**src/rtl/sync_pkg.sv**
```systemverilog
// Shared types and helpers for the sync phase tracker.
//   sync_lock_state_t : lock/watchdog FSM states
//   DEF_PERIOD_CYCLES : default transducer period in clk cycles (50 MHz / 40 kHz)
//   cnt_width()       : bit width needed to hold 0..n-1 (minimum 1)
package sync_pkg;

   typedef enum logic [1:0] {
      UNLOCKED = 2'd0,
      ACQUIRE  = 2'd1,
      LOCKED   = 2'd2
   } sync_lock_state_t;

   localparam int DEF_PERIOD_CYCLES = 1250;

   function automatic int cnt_width(input int n);
      return (n > 1) ? $clog2(n) : 1;
   endfunction

endpackage

```
**src/rtl/sync_watchdog.sv**
```systemverilog
// Saturating sync-loss watchdog.
//   clk, rst : clock, asynchronous active-high reset
//   kick     : clears the count (a sync was received)
//   arm      : expiry is only reported while armed
//   expired  : one-cycle pulse on the cycle the count is about to reach TIMEOUT
module sync_watchdog
   import sync_pkg::*;
#(
   parameter int TIMEOUT = 2500
) (
   input  logic clk,
   input  logic rst,
   input  logic kick,
   input  logic arm,
   output logic expired
);

   localparam int             W     = cnt_width(TIMEOUT + 1);
   localparam logic [W-1:0]   LIMIT = W'(TIMEOUT);
   localparam logic [W-1:0]   PRE   = W'(TIMEOUT - 1);

   logic [W-1:0] count_r;

   // Cycles since the last kick, held at TIMEOUT once reached.
   always_ff @(posedge clk or posedge rst) begin
      if (rst) begin
         count_r <= '0;
      end else if (kick) begin
         count_r <= '0;
      end else if (count_r != LIMIT) begin
         count_r <= count_r + W'(1);
      end else begin
         count_r <= count_r;
      end
   end

   // Flags the edge on which the count reaches TIMEOUT; saturation makes it
   // fire once per loss event, and a simultaneous kick suppresses it.
   assign expired = arm && !kick && (count_r == PRE);

endmodule

```
**src/rtl/sync_phase_tracker.sv**
```systemverilog
// Local transducer period counter realigned by upstream sync pulses, with
// phase-error measurement and a lock/watchdog FSM.
//   clk, rst     : clock, asynchronous active-high reset
//   sync_pulse   : one-cycle pulse per received sync edge
//   phase_count  : period counter 0..PERIOD_CYCLES-1
//   period_start : high while phase_count == 0
//   locked       : high in LOCKED state
//   sync_error   : one-cycle pulse, out-of-tolerance sync while LOCKED
//   sync_lost    : one-cycle pulse, watchdog expiry in ACQUIRE/LOCKED
//   last_error   : signed phase error measured at the most recent sync
module sync_phase_tracker
   import sync_pkg::*;
#(
   parameter  int PERIOD_CYCLES = DEF_PERIOD_CYCLES,
   parameter  int SYNC_OFFSET   = 3,
   parameter  int TOLERANCE     = 2,
   parameter  int LOCK_COUNT    = 4,
   parameter  int SYNC_TIMEOUT  = 2500,
   localparam int CNT_W         = cnt_width(PERIOD_CYCLES)
) (
   input  logic                    clk,
   input  logic                    rst,
   input  logic                    sync_pulse,
   output logic [CNT_W-1:0]        phase_count,
   output logic                    period_start,
   output logic                    locked,
   output logic                    sync_error,
   output logic                    sync_lost,
   output logic signed [CNT_W:0]   last_error
);

   // Counter value a perfectly aligned sync should land on: one cycle before
   // the reload value, since the reload takes effect the cycle after.
   localparam int EXPECTED = (SYNC_OFFSET - 1 + PERIOD_CYCLES) % PERIOD_CYCLES;
   localparam int HALF     = PERIOD_CYCLES / 2;
   localparam int GOOD_W   = cnt_width(LOCK_COUNT + 1);

   localparam logic [CNT_W-1:0]  LAST_PHASE   = CNT_W'(PERIOD_CYCLES - 1);
   localparam logic [CNT_W-1:0]  OFFSET_PHASE = CNT_W'(SYNC_OFFSET);
   localparam logic [GOOD_W-1:0] LOCK_LAST    = GOOD_W'(LOCK_COUNT - 1);

   sync_lock_state_t        state_r, state_nx;
   logic [GOOD_W-1:0]       good_r, good_nx;
   logic                    error_nx, lost_nx;
   logic                    expired_s, arm_s, good_s;
   logic signed [CNT_W:0]   err_s;
   int                      raw_err, abs_err;

   // Free-running period counter; every sync reloads the offset.
   always_ff @(posedge clk or posedge rst) begin
      if (rst) begin
         phase_count <= '0;
      end else if (sync_pulse) begin
         phase_count <= OFFSET_PHASE;
      end else if (phase_count == LAST_PHASE) begin
         phase_count <= '0;
      end else begin
         phase_count <= phase_count + CNT_W'(1);
      end
   end

   assign period_start = (phase_count == '0);

   // Phase error folded into the shortest signed distance around the period.
   always_comb begin
      raw_err = int'(phase_count) - EXPECTED;
      if (raw_err > HALF) begin
         raw_err = raw_err - PERIOD_CYCLES;
      end else if (raw_err < -HALF) begin
         raw_err = raw_err + PERIOD_CYCLES;
      end else begin
         raw_err = raw_err;
      end
      abs_err = (raw_err < 0) ? -raw_err : raw_err;
      good_s  = (abs_err <= TOLERANCE);
      err_s   = raw_err[CNT_W:0];
   end

   assign arm_s = (state_r == ACQUIRE) || (state_r == LOCKED);

   sync_watchdog #(
      .TIMEOUT (SYNC_TIMEOUT)
   ) u_watchdog (
      .clk     (clk),
      .rst     (rst),
      .kick    (sync_pulse),
      .arm     (arm_s),
      .expired (expired_s)
   );

   // Lock FSM state, good-sync count and registered status outputs.
   always_ff @(posedge clk or posedge rst) begin
      if (rst) begin
         state_r    <= UNLOCKED;
         good_r     <= '0;
         locked     <= 1'b0;
         sync_error <= 1'b0;
         sync_lost  <= 1'b0;
         last_error <= '0;
      end else begin
         state_r    <= state_nx;
         good_r     <= good_nx;
         locked     <= (state_nx == LOCKED);
         sync_error <= error_nx;
         sync_lost  <= lost_nx;
         if (sync_pulse) begin
            last_error <= err_s;
         end else begin
            last_error <= last_error;
         end
      end
   end

   // Next-state logic; a sync always takes priority over watchdog expiry.
   always_comb begin
      state_nx = state_r;
      good_nx  = good_r;
      error_nx = 1'b0;
      lost_nx  = 1'b0;
      case (state_r)
         UNLOCKED: begin
            // First sync only starts acquisition; its error is not judged.
            if (sync_pulse) begin
               state_nx = ACQUIRE;
               good_nx  = '0;
            end else begin
               state_nx = UNLOCKED;
            end
         end
         ACQUIRE: begin
            if (sync_pulse) begin
               if (good_s) begin
                  if (good_r == LOCK_LAST) begin
                     state_nx = LOCKED;
                     good_nx  = '0;
                  end else begin
                     good_nx  = good_r + GOOD_W'(1);
                  end
               end else begin
                  good_nx = '0;
               end
            end else if (expired_s) begin
               state_nx = UNLOCKED;
               good_nx  = '0;
               lost_nx  = 1'b1;
            end else begin
               state_nx = ACQUIRE;
            end
         end
         LOCKED: begin
            if (sync_pulse) begin
               if (good_s) begin
                  state_nx = LOCKED;
               end else begin
                  state_nx = ACQUIRE;
                  good_nx  = '0;
                  error_nx = 1'b1;
               end
            end else if (expired_s) begin
               state_nx = UNLOCKED;
               good_nx  = '0;
               lost_nx  = 1'b1;
            end else begin
               state_nx = LOCKED;
            end
         end
         default: begin
            state_nx = UNLOCKED;
            good_nx  = '0;
         end
      endcase
   end

endmodule
```
**config.mk**
```make
export PLATFORM = sky130hd
export DESIGN_NAME = sync_phase_tracker
export DESIGN_NICKNAME = d
export VERILOG_FILES = /design/src/rtl/sync_pkg.sv /design/src/rtl/sync_watchdog.sv /design/src/rtl/sync_phase_tracker.sv
export SDC_FILE = /design/constraint.sdc
export NUM_CORES = 1
export LEC_CHECK = 0
export BUFFER_PORTS_ARGS = -buffer_cell sky130_fd_sc_hd__buf_2
export CORE_UTILIZATION = 65
export DETAILED_ROUTE_END_ITERATION = 6
export GPL_ROUTABILITY_DRIVEN = 0
export GPL_TIMING_DRIVEN = 0
export PLACE_DENSITY_LB_ADDON = 0.05
export SLEW_MARGIN = 20
export SYNTH_ARGS = -nofsm -noshare
export SYNTH_HDL_FRONTEND = slang
export SYNTH_SLANG_ARGS = --single-unit
```
**constraint.sdc**
```tcl
create_clock -name clk -period 6.2 [get_ports clk]
set_input_delay 0.62 -clock clk [delete_from_list [all_inputs] [get_ports clk]]
set_output_delay 0.62 -clock clk [all_outputs]
set_load 0.02 [all_outputs]
```
==> results of run 1 <==
[cell usage in the layout, fill, tap and decap left out, drive strengths merged, types with 10 or more instances in the layout]
cell type	netlist	final
nor2	53	53
dfrtp	43	43
inv	20	20
clkbuf	11	17
nand3	16	16
o21ai	17	17
buf	12	42
nand2	28	28
a21oi	18	18
nor3	14	14
ha	17	17
xnor2	14	14
nor4	10	10
nand4	10	10
xor2	12	12
[critical path: cells and delay by family, from the launching register on]
| kind | cells | cell delay, ps |
|---|---|---|
| adders and majority gates | 1 | 330 |
| and+or+nand+nor | 4 | 1020 |
| AOI/OAI and AO/OA | 6 | 2000 |
| xor gates and xnor gates | 1 | 660 |
| buffers and inverters | 2 | 360 |
| DFF | 1 | 570 |
[area by class of cell]
cell class | count | area [sq um] | area share, %
Buffer | 23 | 138 | 3.76
Clock buffer | 6 | 72.6 | 1.98
Clock inverter | 2 | 12.5 | 0.342
Inverter | 20 | 75.1 | 2.05
Multi-Input combinational cell | 309 | 2040 | 55.7
Sequential cell | 43 | 1080 | 29.4
Tap cell | 67 | 83.8 | 2.29
Timing Repair Buffer | 30 | 165 | 4.51
[per-layer routing]
layer / track usage [%] / routed length, um / vias up
met5: 0 / 0 / -
met4: 11.5 / 141 / 0
met3: 6.17 / 561 / 22
met2: 52.3 / 3890 / 142
met1: 41.9 / 3500 / 1487
li1: - / - / 1498
[synthesized netlist by cell type, types with 4 or more instances]
cell	n	area [sq um]
xnor2_1	14	123
buf_4	5	37.5
a31oi_1	5	31.3
or3_1	5	31.3
buf_6	4	45.0
xor2_1	12	105
inv_1	20	75.1
o21ai_0	16	80.1
clkbuf_1	10	37.5
nand2_1	28	105
or2_2	5	31.3
mux2_2	6	67.6
nor2_1	53	199
nor4_1	10	62.6
a21o_1	5	37.5
a21oi_1	18	90.1
nand3_1	16	80.1
dfrtp_1	43	1080
mux2i_1	5	50.1
nor3_1	13	65.1
nor4b_1	4	35.0
nand4_1	10	62.6
ha_1	17	213
[power groups by stage]
stage,clock [mW],sequential [mW],combinational (mW)
2_1_floorplan,0,0.366,0.283
3_3_place_gp,0,0.337,0.399
3_5_place_dp,0,0.340,0.411
4_1_cts,0.183,0.334,0.413
5_1_grt,0.195,0.338,0.463
6_report,0.181,0.334,0.421
[registers in the layout, indices dropped and copies added (netlist names)]
register            count
sync_lost               1
sync_error              1
state_r                 2
good_r                  3
locked                  1
phase_count            11
last_error             12
u_watchdog.count_r     12
[how the worst max path moves through the flow]
stage                               from         end  cells after the start
final                     phase_count[1]  state_r[0]                     14
after detailed placement  phase_count[1]  state_r[0]                     15
after global routing      phase_count[1]   good_r[0]                     14
after floorplan           phase_count[1]  state_r[0]                     15
after CTS                 phase_count[1]  state_r[0]                     15
after global placement    phase_count[1]  state_r[0]                     15
[logic make-up (layout without fill, tap and decap cells)]
logic type	Yosys count	after routing	share of synthesized area, %
AO/OA/AOI/OAI	84	84	17.9
XOR/XNOR	26	26	6.85
adder cells (fa/ha/maj)	17	17	6.40
buffers and inverters	43	81	6.40
flip-flops	43	43	32.4
multiplexers	11	11	3.54
AND/OR/NAND/NOR	171	171	26.5
==> impl_metrics.py, run 1 <==
metrics = {
    "status": {
        "status": "finished clean",
    },
    "pwr": {
        "irDropWorstVdd_mv": 0.161,
        "p_per_area_nw_per_um2": 256,
        "seqPwrFrac_pct": 35.7,
        "p_leak_nw": 1.66,
        "switchingPower_mw": 0.391,
        "swShare_pct": 41.8,
        "comb_power_share_pct": 45.0,
        "p_clk_share_pct": 19.3,
        "internal-power_mw": 0.545,
        "finalPower_mw": 0.936,
    },
    "logic_synthesis": {
        "ys_types": 67,
        "ys.flop_type": "dfrtp_1",
        "netlist_area_sq_um": 3330,
        "syn_area_per_cell_sq_um": 8.42,
        "synth_nets": 415,
        "postSynth.asyncResetShare_pct": 100,
        "synthCells": 395,
        "ys_seq_area_share_pct": 32.4,
        "synth_seq_cells": 43,
        "synth_edf_count": 0,
        "yosysWarnings": 0,
    },
    "global_routing": {
        "grt_pass1_wl_um": 13400,
        "antenna_found_initial": 0,
        "grt_util_all_layers_pct": 31.9,
        "grt_pass1_vias": 2902,
        "grt-ovfl-total": 0,
        "grt_max_degree": 34,
    },
    "layout": {
        "finalNonFillerCells": 500,
        "diodes": 0,
        "area_delta_synth_final_pct": 10.0,
        "n_fill_cell": 405,
        "nets": 452,
        "final_cell_area_sq_um": 3660,
        "finalCoreUtilization_pct": 76.0,
        "drive_above_1_share_pct": 17.3,
    },
    "floorplanning": {
        "start_util_pct": 69.0,
        "die_x_um": 73.5,
        "pin_count": 30,
        "core_sq_um": 4820,
        "row_count": 25,
        "die_area_sq_um": 5410,
        "fp.dieH_um": 73.5,
    },
    "route": {
        "vias_per_cell": 6.30,
        "drt_iter0_drc": 237,
        "drt_wl_total_um": 8090,
        "first_pass_iters": 5,
        "wl_per_cell_um": 16.2,
        "vias": 3149,
        "drtAntennaViolNets": 0,
        "drc": 0,
    },
    "cts": {
        "clk_path_buf_depth": 2,
        "clk_latency_ps": 300,
        "cts_inserted_buffers": 5,
        "post_cts_resized": 0,
        "cts_hold_repair.buffers": 0,
        "cts_max_level": 2,
        "cts_tree": "yes",
        "clkTransAtPathRegs_ps": 90,
        "root_buffer": "clkbuf_8",
        "numClockSinks": 43,
        "cts_setup_buffers": 0,
    },
    "timing": {
        "hold_viol": 0,
        "rsz0062_at_grt": "false",
        "period_share_pct": 81.3,
        "setup_slack_ps": 1160,
        "worstMarginPinSlew_ps": 1060,
        "slew_viol_final": 0,
        "relSlewSlack_pct": 28.6,
        "holdWs_ps": 245,
        "fin_tns_setup_ps": 0,
        "setup_viol": 0,
        "fin_crit_ps": 5040,
        "fin_skew_ps": 6.20,
        "max_freq_mhz": 198,
    },
    "job": {
        "drv_cap": 0,
    },
    "placement": {
        "place_hpwl_um": 5930,
        "place_area_sq_um": 3570,
        "dp_cells": 492,
        "pre_cts_slack_ps": 1290,
        "io_buffers": 29,
    },
    "critical_path": {
        "worst_r2r_path_depth": 14,
        "cp.required_ps": 6390,
        "cp-end-kind": "flip-flop",
        "critPathMaxStageDelay_ps": 830,
        "crit_path_top_delay_cell": "a311oi_1",
        "crit_path_cell_trace": "buf_6 > inv_1 > ha_1 > nor3b_1 > xnor2_1 > o311ai_4 > or2_4 > a311oi_1 > a21oi_1 > or3_1 > a211o_1 > a211oi_2 > a22oi_1 > nor2b_1",
        "cp_max_fo": 10,
        "critical_path_arrival_ps": 5230,
        "criticalPathCategory": "reg -> reg",
        "timing.rr.end": "state_r[0]",
        "startpoint_type": "flip-flop",
        "worst-r2r-setup-slack_ps": 1160,
        "regToRegStartpoint": "phase_count[1]",
    },
    "hold_path": {
        "hp-class": "in -> async",
    },
}
No activity file was read; power rests on OpenSTA's default activity.
==> inputs of run 2 (changes only) <==
--- a/config.mk
+++ b/config.mk
@@ -5,8 +5,9 @@
 export SDC_FILE = /design/constraint.sdc
 export NUM_CORES = 1
 export LEC_CHECK = 0
+export ABC_AREA = 1
 export BUFFER_PORTS_ARGS = -buffer_cell sky130_fd_sc_hd__buf_2
-export CORE_UTILIZATION = 65
+export CORE_UTILIZATION = 55
 export DETAILED_ROUTE_END_ITERATION = 6
 export GPL_ROUTABILITY_DRIVEN = 0
 export GPL_TIMING_DRIVEN = 0
==> constraint.sdc (replaced) <==
create_clock -name clk -period 4.45 [get_ports clk]
set_input_delay 0.445 -clock clk [delete_from_list [all_inputs] [get_ports clk]]
set_output_delay 0.445 -clock clk [all_outputs]
set_load 0.02 [all_outputs]
==> run 2 against run 1 <==
  * Largest cell class unchanged
  * Count of clock-buffer cells in the layout is the same
  * Largest power group unchanged
  * Core utilization fell by 13 points
  * Critical path depth grew 15
  * Critical path type unchanged
  * Routed wire length is 6.9% lower
  * Cell area is 3.2% higher
  * Global-route usage shrank 6.8 points
  * Power grew 58%
  * Sequential share of layout area down 0.91 points
==> impl_metrics.py, run 2 <==
metrics = {
    "route": {
        "drt_iter0_drc": 164,
        "vias": 3082,
        "drt_wl_total_um": 7530,
        "wl_per_cell_um": 12.7,
        "drtAntennaViolNets": 0,
        "vias_per_cell": 5.18,
        "first_pass_iters": 4,
        "drc": 0,
    },
    "timing": {
        "fin_skew_ps": 5.67,
        "fin_tns_setup_ps": 0,
        "fin_crit_ps": 3750,
        "slew_viol_final": 0,
        "worstMarginPinSlew_ps": 599,
        "period_share_pct": 84.2,
        "rsz0062_at_grt": "false",
        "setup_viol": 0,
        "hold_viol": 0,
        "relSlewSlack_pct": 59.8,
        "max_freq_mhz": 267,
    },
    "layout": {
        "final_cell_area_sq_um": 3780,
        "most-common-layout-cells": "nand2_1 (129), inv_1 (61), nor2_1 (44)",
        "nets": 540,
        "drive_above_1_share_pct": 19.2,
        "finalCoreUtilization_pct": 63.4,
        "area_delta_synth_final_pct": 10.6,
        "layout_commonest_cell": "nand2_1",
        "diodes": 0,
        "largestRegisters": "last_error: 12 flops, u_watchdog.count_r: 12 flops, phase_count: 11 flops",
    },
    "cts": {
        "cts_max_level": 2,
        "clk_latency_ps": 300,
        "root_buffer": "clkbuf_8",
        "post_cts_resized": 0,
        "clk_path_buf_depth": 2,
        "cts_hold_repair.buffers": 0,
        "numClockSinks": 43,
        "cts_inserted_buffers": 5,
        "clkTransAtPathRegs_ps": 90,
        "cts_setup_buffers": 0,
        "cts_tree": "yes",
    },
    "global_routing": {
        "grt_pass1_vias": 2827,
        "antenna_found_initial": 0,
        "grt_max_degree": 35,
        "grt_util_all_layers_pct": 25.1,
        "grt-ovfl-total": 0,
        "grt_pass1_wl_um": 12800,
    },
    "logic_synthesis": {
        "synth-compound-area-share_pct": 8.65,
        "netlist_area_sq_um": 3410,
        "yosysTopAreaCellShare_pct": 31.5,
        "ys.flop_type": "dfrtp_1",
        "synthCells": 483,
        "synth_seq_cells": 43,
        "ys_types": 36,
        "postSynth.asyncResetShare_pct": 100,
        "ys_seq_area_share_pct": 31.5,
        "synth_nets": 503,
        "synth_edf_count": 0,
        "synth_fa_ha_area_share_pct": 6.23,
        "synth_most_common_cell": "nand2_1",
        "synthMuxAreaShare_pct": 0,
        "synth-simple-area-share_pct": 41.1,
        "synthTopCellsByArea": "dfrtp_1 (32%), nand2_1 (14%), inv_1 (6.8%), ha_1 (6.2%), nand3_1 (5.6%)",
        "yosys.area.top_type": "dfrtp_1",
        "synthXorXnorAreaFrac_pct": 2.78,
        "synth_top_family_by_area": "simple AND/OR/NAND/NOR gates",
        "syn_area_per_cell_sq_um": 7.07,
        "yosys-top-cells-count": "nand2_1 (129), inv_1 (62), nor2_1 (44)",
        "yosysWarnings": 0,
    },
    "critical_path": {
        "cp.required_ps": 4690,
        "cp_max_fo": 11,
        "critical_path_arrival_ps": 3980,
        "crit_top_cell": "nand2_1",
        "crit_path_top_delay_cell": "dfrtp_1",
        "cp-end-kind": "flip-flop",
        "criticalPathCategory": "reg -> reg",
        "startpoint_type": "flip-flop",
        "critPathMaxStageDelay_ps": 540,
    },
    "floorplanning": {
        "pin_count": 30,
        "row_count": 28,
        "start_util_pct": 57.3,
        "die_x_um": 80.8,
        "fp.dieH_um": 80.8,
        "core_sq_um": 5960,
        "die_area_sq_um": 6530,
    },
    "pwr": {
        "p_leak_nw": 1.95,
        "p_per_area_nw_per_um2": 392,
        "finalPower_mw": 1.48,
        "irDropWorstVdd_mv": 0.212,
    },
    "placement": {
        "place_hpwl_um": 5870,
        "io_buffers": 29,
        "place_area_sq_um": 3670,
    },
    "hold_path": {
        "hp-class": "in -> async",
    },
    "job": {
        "drv_cap": 0,
    },
    "status": {
        "status": "finished clean",
    },
}
run 2: cell count changes in the layout (fill, tap and decap cells not counted), sizes merged, moves of 5 or more:
cell and delta:
buf -9, mux2 -6, a21o -5, xnor2 -12, nor2 +9, nand3 +27
or3 -6, clkbuf -6, o21ai +14, nor4 -8, mux2i -5, nand2 +125
inv +49
run 2: report_power, final:
| group | internal [mW] | switching, mW |
|---|---|---|
| logic | 0.236 | 0.467 |
| registers | 0.433 | 0.0400 |
| clock network | 0.165 | 0.140 |
| total | 0.833 | 0.647 |
run 2: metal layers:
metal  up-vias  track usage, %  part of all wire, %
li1       1602               -                    -
met1      1403            32.2                   46
met2        71            43.8                   49
met3         6            3.37                  4.1
met4         0            7.86                 0.57
met5         -               0                    0
run 2: layout make-up:
cell class              count  area [sq um]
clock buffers               6          72.6
multi-input cells         363          2010
inverters                  69           264
repair buffers             30           165
fillers                   559          2180
clock inverters             1          30.0
well taps                  75          93.8
plain buffers               8          67.6
flip-flops and latches     43          1080
run 2: cells by family after synthesis:
family | after synthesis
xor+xnor | 10
buf+inv | 77
compound gates | 55
flops | 43
fa+ha+maj | 17
simple gates | 281
run 2: stage by stage:
stage          std cells  hold slack, ps  worst slack, ps
2_1_floorplan        483             466             1090
3_3_place_gp         587             465              795
3_5_place_dp         588             390              747
4_1_cts              595            68.2              701
5_1_grt              595            75.0              215
6_report             595            61.7              701
run 2: path summary, 6_finish.rpt:
kind	from	to	slack (ps)	depth (start not counted)
hold / removal	rst	u_watchdog.count_r[8]	60	2
max in group asynchronous	rst	phase_count[5]	3940	3
min in group clk	last_error[8]	last_error[8]	490	2
setup / recovery	phase_count[1]	locked	700	29
setup reg to reg	phase_count[1]	locked	700	29
hold reg to reg	last_error[8]	last_error[8]	490	2
run 2: critical path, delay by kind of cell, from the launching register on:
family / cells / cell delay, ps
AND/OR/NAND/NOR: 23 / 2040
adder cells (fa/ha/maj): 2 / 550
flip-flops: 1 / 540
AO/OA/AOI/OAI: 1 / 90
buffers and inverters: 3 / 480
==> inputs of run 3 (changes only) <==
--- a/config.mk
+++ b/config.mk
@@ -7,7 +7,7 @@
 export LEC_CHECK = 0
 export ABC_AREA = 1
 export BUFFER_PORTS_ARGS = -buffer_cell sky130_fd_sc_hd__buf_2
-export CORE_UTILIZATION = 55
+export CORE_UTILIZATION = 60
 export DETAILED_ROUTE_END_ITERATION = 6
 export GPL_ROUTABILITY_DRIVEN = 0
 export GPL_TIMING_DRIVEN = 0
==> constraint.sdc (replaced) <==
create_clock -name clk -period 3.8 [get_ports clk]
set_input_delay 0.38 -clock clk [delete_from_list [all_inputs] [get_ports clk]]
set_output_delay 0.38 -clock clk [all_outputs]
set_load 0.02 [all_outputs]
==> run 3 against run 2 <==
  * Final cell count down 0.17%
  * Cell area up 1.7%
  * Die area down 8.1%
  * Largest power group unchanged
==> impl_metrics.py, run 3 (synthesized netlist as in run 2, its figures left out) <==
metrics = {
    "floorplanning": {
        "core_sq_um": 5510,
        "start_util_pct": 62.0,
        "row_count": 27,
        "pin_count": 30,
        "die_area_sq_um": 6000,
        "fp.dieH_um": 77.4,
        "die_x_um": 77.4,
    },
    "layout": {
        "nets": 541,
        "drive_above_1_share_pct": 20.3,
        "layout_commonest_cell": "nand2_1",
        "n_fill_cell": 477,
        "seqCellArea_sq_um": 1080,
        "diodes": 0,
        "most-common-layout-cells": "nand2_1 (129), inv_1 (61), nor2_1 (44)",
        "multi_input_area_sq_um": 2020,
        "area_delta_synth_final_pct": 12.4,
        "largestRegisters": "last_error: 12 flops, u_watchdog.count_r: 12 flops, phase_count: 11 flops",
    },
    "critical_path": {
        "criticalPathCategory": "reg -> reg",
        "critPathMaxStageDelay_ps": 470,
        "cp_max_fo": 10,
        "cp-end-kind": "flip-flop",
        "startpoint_type": "flip-flop",
        "worst-r2r-setup-slack_ps": 410,
        "cp.required_ps": 4040,
        "cpLargestDelayFamily": "simple AND/OR/NAND/NOR gates",
        "critical_path_arrival_ps": 3630,
        "critPathBufInv": 3,
        "crit_top_cell": "nand2_1",
        "crit_path_top_delay_cell": "dfrtp_2",
    },
    "cts": {
        "clk_latency_ps": 300,
        "cts_inserted_buffers": 5,
        "cts_tree": "yes",
        "root_buffer": "clkbuf_8",
        "clk_path_buf_depth": 2,
        "numClockSinks": 43,
        "cts_max_level": 2,
        "clkTransAtPathRegs_ps": 90,
    },
    "route": {
        "drtAntennaViolNets": 0,
        "drt_iter0_drc": 202,
        "drt_wl_total_um": 7650,
        "first_pass_iters": 4,
        "wl_per_cell_um": 12.9,
        "vias_per_cell": 5.23,
        "drc": 0,
        "vias": 3108,
    },
    "job": {
        "drv_cap": 0,
    },
    "status": {
        "status": "finished clean",
    },
    "hold_path": {
        "hp-class": "in -> async",
    },
    "global_routing": {
        "grt_pass1_wl_um": 13600,
        "antenna_found_initial": 0,
        "grt_max_degree": 23,
        "grt-ovfl-total": 0,
        "grt_pass1_vias": 2958,
        "grt_util_all_layers_pct": 28.4,
    },
    "pwr": {
        "p_leak_nw": 1.97,
        "irDropWorstVdd_mv": 0.238,
        "p_per_area_nw_per_um2": 476,
        "finalPower_mw": 1.83,
    },
    "timing": {
        "period_share_pct": 89.3,
        "setup_viol": 0,
        "hold_viol": 0,
        "worstMarginPinSlew_ps": 606,
        "fin_skew_ps": 7.30,
        "slew_viol_final": 0,
        "relSlewSlack_pct": 59.4,
        "rsz0062_at_grt": "false",
        "max_freq_mhz": 295,
        "fin_tns_setup_ps": 0,
        "holdWs_ps": 94.8,
        "fin_crit_ps": 3390,
    },
    "placement": {
        "place_hpwl_um": 5910,
        "io_buffers": 29,
    },
}
[run 3: cell types whose count changed in the layout (fill, tap and decap cells not counted)]
cell | before | now
clkinvlp_4 | 0 | 1
dfrtp_2 | 0 | 2
buf_12 | 2 | 1
bufinv_16 | 1 | 2
buf_16 | 0 | 1
inv_2 | 6 | 5
buf_4 | 1 | 2
ha_4 | 0 | 1
ha_1 | 17 | 16
clkbuf_1 | 5 | 4
dfrtp_1 | 43 | 41
inv_4 | 2 | 3
[run 3: final cells by class]
class	instances	area share, %
flip-flops and latches	43	28.1
clock buffers	5	1.79
inverters	69	6.94
multi-input cells	363	52.6
clock inverters	3	1.76
repair buffers	31	4.69
well taps	72	2.35
plain buffers	8	1.76
[run 3: metrics by stage]
stage / util (%) / setup slack [ps] / instances / cell area [sq um]
2_1_floorplan: - / 440 / 483 / 3410
3_3_place_gp: 66.3 / 139 / 584 / 3650
3_5_place_dp: 66.8 / 94.0 / 585 / 3680
4_1_cts: 69.3 / 38.1 / 593 / 3810
5_1_grt: 69.7 / 12.5 / 594 / 3840
6_report: 69.7 / 408 / 594 / 3840
[run 3: report_power, final]
group,total [mW],internal [mW],leakage (nW),switching (mW)
combinational,0.841,0.284,1.34,0.557
sequential,0.550,0.507,0.571,0.0422
clock,0.438,0.262,0.0644,0.176
total,1.83,1.05,1.97,0.775
[run 3: worst paths after layout]
kind | startpoint | endpoint | depth (start not counted)
worst max-delay path | phase_count[2] | locked | 28
worst min register to register | last_error[9] | last_error[9] | 2
min in group clk | sync_pulse | sync_lost | 4
worst min-delay path | rst | u_watchdog.count_r[6] | 2
max in group asynchronous | rst | phase_count[2] | 3
worst max register to register | phase_count[2] | locked | 28
[run 3: timing repair]
action | 4_1_cts | 5_1_grt
resized for setup | 0 | 5
endpoints found under the setup margin | 0 | 7
buffers inserted | 0 | 1
hold buffers | 0 | 0
[run 3: per-layer routing]
| layer | global-route usage, % | up-vias | part of all wire, % |
|---|---|---|---|
| met2 | 49.7 | 44 | 50 |
| met1 | 36.1 | 1451 | 47 |
| met3 | 3.88 | 8 | 2.2 |
| met4 | 8.68 | 0 | 1.1 |
| met5 | 0 | - | 0 |
| li1 | - | 1605 | - |
